===== src/rtl/cdb_arbiter_pkg.sv =====
// cdb_arbiter_pkg -- shared definitions for the common-data-bus arbiter.
//
// Contents:
//   CDB_BW_DATA / CDB_BW_TAG   default result and tag widths
//   CDB_DATA_MAX / CDB_TAG_MAX storage width of the entry fields (largest
//                              supported BW_DATA / BW_TAG)
//   CDB_SRC_MAX                storage width of the source index (up to 16 requesters)
//   cdb_entry_t                one broadcast entry: data, tag, spec, src
//
// Optional feature macro used by the arbiter: CDB_ARBITER_ROUND_ROBIN_EN.
package cdb_arbiter_pkg;

  localparam int CDB_BW_DATA  = 32;
  localparam int CDB_BW_TAG   = 4;
  localparam int CDB_DATA_MAX = 64;
  localparam int CDB_TAG_MAX  = 16;
  localparam int CDB_SRC_MAX  = 4;

  // Fields are sized to the largest supported configuration; the arbiter
  // zero-extends into them and slices its outputs back out.
  typedef struct packed {
    logic [CDB_DATA_MAX-1:0] data;
    logic [CDB_TAG_MAX-1:0]  tag;
    logic                    spec;
    logic [CDB_SRC_MAX-1:0]  src;
  } cdb_entry_t;

endpackage


===== src/rtl/cdb_arbiter_picker.sv =====
// RoundRobinPicker -- rotate-and-pick grant selection.
//
// Scans the request vector starting at index ptr and wrapping from N-1 to 0;
// the first asserted request wins. With ptr tied to zero this degenerates to
// fixed lowest-index-first priority.
//
// Ports:
//   req    in  [N-1:0]   request vector
//   ptr    in  [IW-1:0]  index to start scanning at (must be < N)
//   grant  out [N-1:0]   one-hot grant, all zero when no request
//   idx    out [IW-1:0]  index of the granted request (0 when none)
//
// Used by cdb_arbiter (feature macro CDB_ARBITER_ROUND_ROBIN_EN selects
// whether the pointer rotates).
module RoundRobinPicker #(
  parameter int N  = 4,
  parameter int IW = (N > 1) ? $clog2(N) : 1
) (
  input  logic [N-1:0]  req,
  input  logic [IW-1:0] ptr,
  output logic [N-1:0]  grant,
  output logic [IW-1:0] idx
);

  logic found;
  int   k;

  always_comb begin
    grant = '0;
    idx   = '0;
    found = 1'b0;
    k     = 0;
    for (int i = 0; i < N; i++) begin
      // Candidate position i steps after the pointer, wrapped into 0..N-1.
      k = int'(ptr) + i;
      if (k >= N) k = k - N;
      if (!found && req[k]) begin
        found    = 1'b1;
        grant[k] = 1'b1;
        idx      = IW'(k);
      end
    end
  end

endmodule


===== src/rtl/cdb_arbiter.sv =====
// cdb_arbiter -- arbitrates N_REQ functional-unit results onto a single
// common data bus with one registered output slot.
//
// Feature macro: CDB_ARBITER_ROUND_ROBIN_EN
//   defined   : round-robin priority, pointer advances to winner+1 on accept
//   undefined : fixed priority (lowest index wins), no pointer register
//
// Ports:
//   clk      in   clock, rising edge
//   rst      in   asynchronous active-low reset
//   i_valid  in   [N_REQ]          per-requester result valid
//   i_ready  out  [N_REQ]          per-requester accept (one-hot or zero)
//   i_data   in   [N_REQ*BW_DATA]  requester k at [k*BW_DATA +: BW_DATA]
//   i_tag    in   [N_REQ*BW_TAG]   requester k at [k*BW_TAG +: BW_TAG]
//   i_spec   in   [N_REQ]          result is speculative (post-branch)
//   i_flush  in   branch mispredict: drop speculative held entry, accept nothing
//   o_valid  out  broadcast valid
//   o_ready  in   broadcast consumers accept
//   o_data   out  [BW_DATA] broadcast result
//   o_tag    out  [BW_TAG]  broadcast producer tag
//   o_src    out  [$clog2(N_REQ)] winning requester index
//
// Handshake: a transfer happens on any rising edge where valid && ready are
// both high. Valid never waits on ready; once raised, valid and payload hold
// until the transfer (the only exception is a flush dropping a speculative
// held entry). Inputs: requester k transfers when i_valid[k] && i_ready[k].
// Output: the slot transfers when o_valid && o_ready. The slot counts as free
// when empty or draining this cycle, so drain and reload overlap without a
// bubble.
module cdb_arbiter
  import cdb_arbiter_pkg::*;
#(
  parameter int N_REQ   = 4,
  parameter int BW_DATA = CDB_BW_DATA,
  parameter int BW_TAG  = CDB_BW_TAG
) (
  input  logic                       clk,
  input  logic                       rst,
  input  logic [N_REQ-1:0]           i_valid,
  output logic [N_REQ-1:0]           i_ready,
  input  logic [N_REQ*BW_DATA-1:0]   i_data,
  input  logic [N_REQ*BW_TAG-1:0]    i_tag,
  input  logic [N_REQ-1:0]           i_spec,
  input  logic                       i_flush,
  output logic                       o_valid,
  input  logic                       o_ready,
  output logic [BW_DATA-1:0]         o_data,
  output logic [BW_TAG-1:0]          o_tag,
  output logic [$clog2(N_REQ)-1:0]   o_src
);

  localparam int SRC_W = $clog2(N_REQ);

  logic [N_REQ-1:0] grant;
  logic [SRC_W-1:0] win_idx;
  logic [SRC_W-1:0] pick_ptr;
  logic             slot_free;
  logic             accept_en;
  logic             accept;
  logic             valid_q;
  cdb_entry_t       slot_q;
  cdb_entry_t       win_entry;

  // ---------------------------------------------------------------------------
  // Priority pointer
  // ---------------------------------------------------------------------------
`ifdef CDB_ARBITER_ROUND_ROBIN_EN
  logic [SRC_W-1:0] ptr_q;

  always_ff @(posedge clk or negedge rst) begin
    if (!rst) begin
      ptr_q <= '0;
    end else if (accept) begin
      // Next scan starts just after the winner; N_REQ need not be a power of 2.
      ptr_q <= (win_idx == SRC_W'(N_REQ - 1)) ? '0 : win_idx + SRC_W'(1);
    end
  end

  assign pick_ptr = ptr_q;
`else
  assign pick_ptr = '0;
`endif

  RoundRobinPicker #(
    .N  (N_REQ),
    .IW (SRC_W)
  ) u_picker (
    .req   (i_valid),
    .ptr   (pick_ptr),
    .grant (grant),
    .idx   (win_idx)
  );

  // ---------------------------------------------------------------------------
  // Accept decision
  // ---------------------------------------------------------------------------
  assign slot_free = !valid_q || o_ready;
  // rst gates the accept so nothing is offered while reset is held.
  assign accept_en = slot_free && !i_flush && rst;
  assign i_ready   = grant & {N_REQ{accept_en}};
  assign accept    = |i_ready;

  // Only the winner's payload is muxed in; other requesters' data/tag are
  // never looked at.
  always_comb begin
    win_entry                   = '0;
    win_entry.data[BW_DATA-1:0] = i_data[int'(win_idx)*BW_DATA +: BW_DATA];
    win_entry.tag[BW_TAG-1:0]   = i_tag[int'(win_idx)*BW_TAG +: BW_TAG];
    win_entry.spec              = i_spec[win_idx];
    win_entry.src[SRC_W-1:0]    = win_idx;
  end

  // ---------------------------------------------------------------------------
  // Output slot
  // ---------------------------------------------------------------------------
  always_ff @(posedge clk or negedge rst) begin
    if (!rst) begin
      valid_q <= 1'b0;
      slot_q  <= '0;
    end else if (accept) begin
      // Covers both loading an empty slot and replacing a draining one.
      valid_q <= 1'b1;
      slot_q  <= win_entry;
    end else if (i_flush && valid_q && slot_q.spec) begin
      valid_q <= 1'b0;
    end else if (valid_q && o_ready) begin
      valid_q <= 1'b0;
    end
  end

  assign o_valid = valid_q;
  assign o_data  = slot_q.data[BW_DATA-1:0];
  assign o_tag   = slot_q.tag[BW_TAG-1:0];
  assign o_src   = slot_q.src[SRC_W-1:0];

  // Upper storage bits beyond the configured widths are always zero.
  logic unused_slot_bits;
  assign unused_slot_bits = ^{slot_q.data, slot_q.tag, slot_q.src};

endmodule


===== config.mk =====
export PLATFORM = sky130hd
export DESIGN_NAME = cdb_arbiter
export DESIGN_NICKNAME = d
export VERILOG_FILES = /design/src/rtl/cdb_arbiter_pkg.sv /design/src/rtl/cdb_arbiter_picker.sv /design/src/rtl/cdb_arbiter.sv
export SDC_FILE = /design/constraint.sdc
export NUM_CORES = 1
export LEC_CHECK = 0
export ABC_AREA = 0
export ABC_CLOCK_PERIOD_IN_PS = 4100
export CORE_ASPECT_RATIO = 1.2
export CORE_UTILIZATION = 40
export DETAILED_ROUTE_END_ITERATION = 10
export GPL_TIMING_DRIVEN = 0
export HOLD_SLACK_MARGIN = 0.02
export PLACE_DENSITY_LB_ADDON = 0.1
export SYNTH_ARGS = -nofsm -noshare
export SYNTH_HDL_FRONTEND = slang
export SYNTH_HIERARCHICAL = 1
export SYNTH_SLANG_ARGS = --single-unit

===== constraint.sdc =====
create_clock -name clk -period 4.1 [get_ports clk]
set_input_delay 0.82 -clock clk [delete_from_list [all_inputs] [get_ports clk]]
set_output_delay 0.82 -clock clk [all_outputs]
set_load 0.02 [all_outputs]

==> reports/metrics.csv <==
metric,value,unit
hold_viol,0,
design.core.area,0.00779,mm²
muxShareOfSynthArea,44.0,%
synthXorXnorAreaFrac,0,%
gp_congestion,0.834,
worstSetupPathType,in2out,
synth_compound_area_share,4.58,%
synth_simple_gate_area_share,4.70,%
port_buffers,198,
combPwrFrac,61.3,%
end_kind,output port,
yosys.cell_types.count,39,
drc,32,
cp-start-kind,input port,
synth-adder-area-share,3.08,%
viasPerCell,5.03,
layout_setup_ws,0.203,ns
final_cells,544,
yosys_warnings,6,
hold_ws,0.453,ns
power.leakage,2.30,nW
io_pins,199,
power_density,482,mW/mm²
crit_required,3.28,ns
power,2.68,mW
fin_crit,3.90,ns
grt_pass1_vias,2801,
gr-usage-met2,39.8,%
synth_seq_area_share,30.8,%
cts_root_buffer,clkbuf_8,
grt_use_met1,24.4,%
cts_tree,yes,
post-dp-hpwl,7330,µm
grt_max_degree,27,
first_iter_violations,149,
start_util,41.7,%
syn_inst,226,
postPlaceCellArea,0.00543,mm²
dieArea,0.00849,mm²
synth-seq-cells,40,
dr.pass1.iters,7,
syn_area,0.00325,mm²
skew,0.0104,ns
tightest_slew,0.594,ns
final_area,0.00557,mm²
min_period_over_period,95.1,%
antenna_found_initial,0,
cts_max_path_buffers,2,
maxSlewViolCount,0,
crit_path_max_fanout,7,
maxCapViolCount,0,
intPower,1.83,mW
std_cell_rows,35,
ys_async_sr_fraction,100,%
synth_edf_count,0,
clk_pin_slew_worst_paths,0.09,ns
nets,615,
slew-limit-headroom,60.4,%
synth-main-ff-cell,dfrtp_1,
clkPwrFrac,13.2,%
overflow,0,
multi_input_area,0.00190,mm²
insertion_delay,0.29,ns
setup_viol,0,
placedCellCount,534,
rsz0062_at_grt,no,
fillers,603,
place_ws,-0.00352,ns
layout-drive-gt1-share,32.1,%
violations,design-rule violations,
clock.fmax,257,MHz
grt_pass1_wl,13800,µm
ant_nets,0,
seq_area,0.00100,mm²
p_switching,0.854,mW
globalRouteMet3Util,4.18,%
vdd_drop_max,219,µV
synth_top_family_by_area,multiplexers,
cts_buffers,5,
netSwitchingFraction,31.8,%
dieWidth,84.3,µm
cts_max_level,2,
grt_busiest_layer,met2,
cp.arrival,3.08,ns
synth_area_per_cell,14.4,µm²
clock_sinks,40,
hold_class,in2async,
diodes,0,
wl_per_cell,16.4,µm
dr_total_vias,2738,
drt-total-wl,8910,µm
area_growth,71.3,%
grt_usage,21.1,%
die_h,101,µm
status,finished with violations,
seq_power_share,25.5,%
==> cell type report <==
| cell class | instances | area share [%] |
|---|---|---|
| tap | 92 | 2.07 |
| buffer | 52 | 7.21 |
| sequential | 40 | 18.0 |
| inverter | 3 | 0.202 |
| clock buffer | 7 | 1.73 |
| timing repair buffer | 201 | 36.1 |
| multi-input combinational | 148 | 34.1 |
| clock inverter | 1 | 0.539 |
==> final timing paths <==
| kind | start | to | slack, ns | cells after the start |
|---|---|---|---|---|
| max reg2reg | o_valid | o_data[28] | 2.39 | 4 |
| min in group clk | o_data[20] | o_data[20] | 0.51 | 1 |
| max in group asynchronous | rst | o_tag[0] | 3.15 | 2 |
| min reg2reg | o_data[20] | o_data[20] | 0.51 | 1 |
| min | rst | o_tag[3] | 0.45 | 1 |
| max | i_valid[1] | i_ready[1] | 0.20 | 7 |
==> stage by stage <==
stage,utilization [%],TNS [ns]
floorplan,-,0
global placement,69.4,-2.87
detailed placement,69.6,-0.00352
CTS,71.2,0
global route,71.4,0
finish,71.4,0
==> power by group through the flow <==
stage / combinational, mW / clock [mW] / sequential [mW]
finish: 1.65 / 0.354 / 0.684
global route: 1.74 / 0.379 / 0.714
CTS: 1.66 / 0.361 / 0.688
detailed placement: 1.66 / 0 / 0.697
global placement: 1.63 / 0 / 0.685
floorplan: 1.02 / 0 / 0.671
==> placed cells by master, fill, tap and decap left out, types with 2 or more instances in the layout <==
| cell type | instances |
|---|---|
| a22oi_1 | 8 |
| and2_1 | 4 |
| buf_12 | 3 |
| buf_2 | 8 |
| buf_4 | 42 |
| buf_6 | 2 |
| clkbuf_8 | 7 |
| clkdlybuf4s50_1 | 195 |
| conb_1 | 18 |
| dfrtp_1 | 40 |
| ha_1 | 8 |
| inv_1 | 2 |
| mux2_1 | 2 |
| mux2_2 | 26 |
| mux2_4 | 11 |
| mux2i_1 | 2 |
| mux4_1 | 2 |
| mux4_2 | 39 |
| nand2_1 | 2 |
| nor2_1 | 2 |
| o21ai_1 | 6 |
==> synthesized netlist by cell type (all sizes together) (2+ instances only) <==
cell	number	area share [%]
a22oi	8	1.8
and2	4	0.77
buf	51	12
dfrtp	40	31
ha	8	3.1
inv	3	0.35
mux2	39	15
mux2i	2	0.62
mux4	41	29
nand2	2	0.23
nor2	2	0.23
nor2b	2	0.62
nor3	2	0.65
o21ai	7	1.1
==> cells by family (layout without fill, tap and decap cells) <==
group | Yosys count | after routing
compound gates | 22 | 22
buf+inv | 55 | 264
simple gates | 18 | 18
mux | 82 | 82
other cells | 1 | 18
fa+ha+maj | 8 | 8
flops | 40 | 40
==> worst max-delay path, stage by stage <==
cell and delay (ns):
clkdlybuf4s50_1 0.51, mux4_2 0.56, buf_4 0.18, a22oi_1 0.18, o21ai_1 0.11, and2_1 0.16
clkdlybuf4s50_1 0.54
==> registers in the layout, summed over array words and instances, names as in the netlist <==
signal   cells
o_data      32
o_tag        4
o_src        2
o_valid      1
slot_q       1
==> metal layers <==
layer  vias to the layer above  part of all wire (%)
met5                         -                     0
met4                         0                   1.0
met3                         6                   7.6
met2                       111                    54
met1                      1353                    38
li1                       1268                     -
==> repair_timing <==
action | CTS | global route
setup buffers | 0 | 2
hold buffers | 0 | 0
resized for setup | 1 | 1
endpoints found under the setup margin | 1 | 1
(Power assumes the default switching activity.)
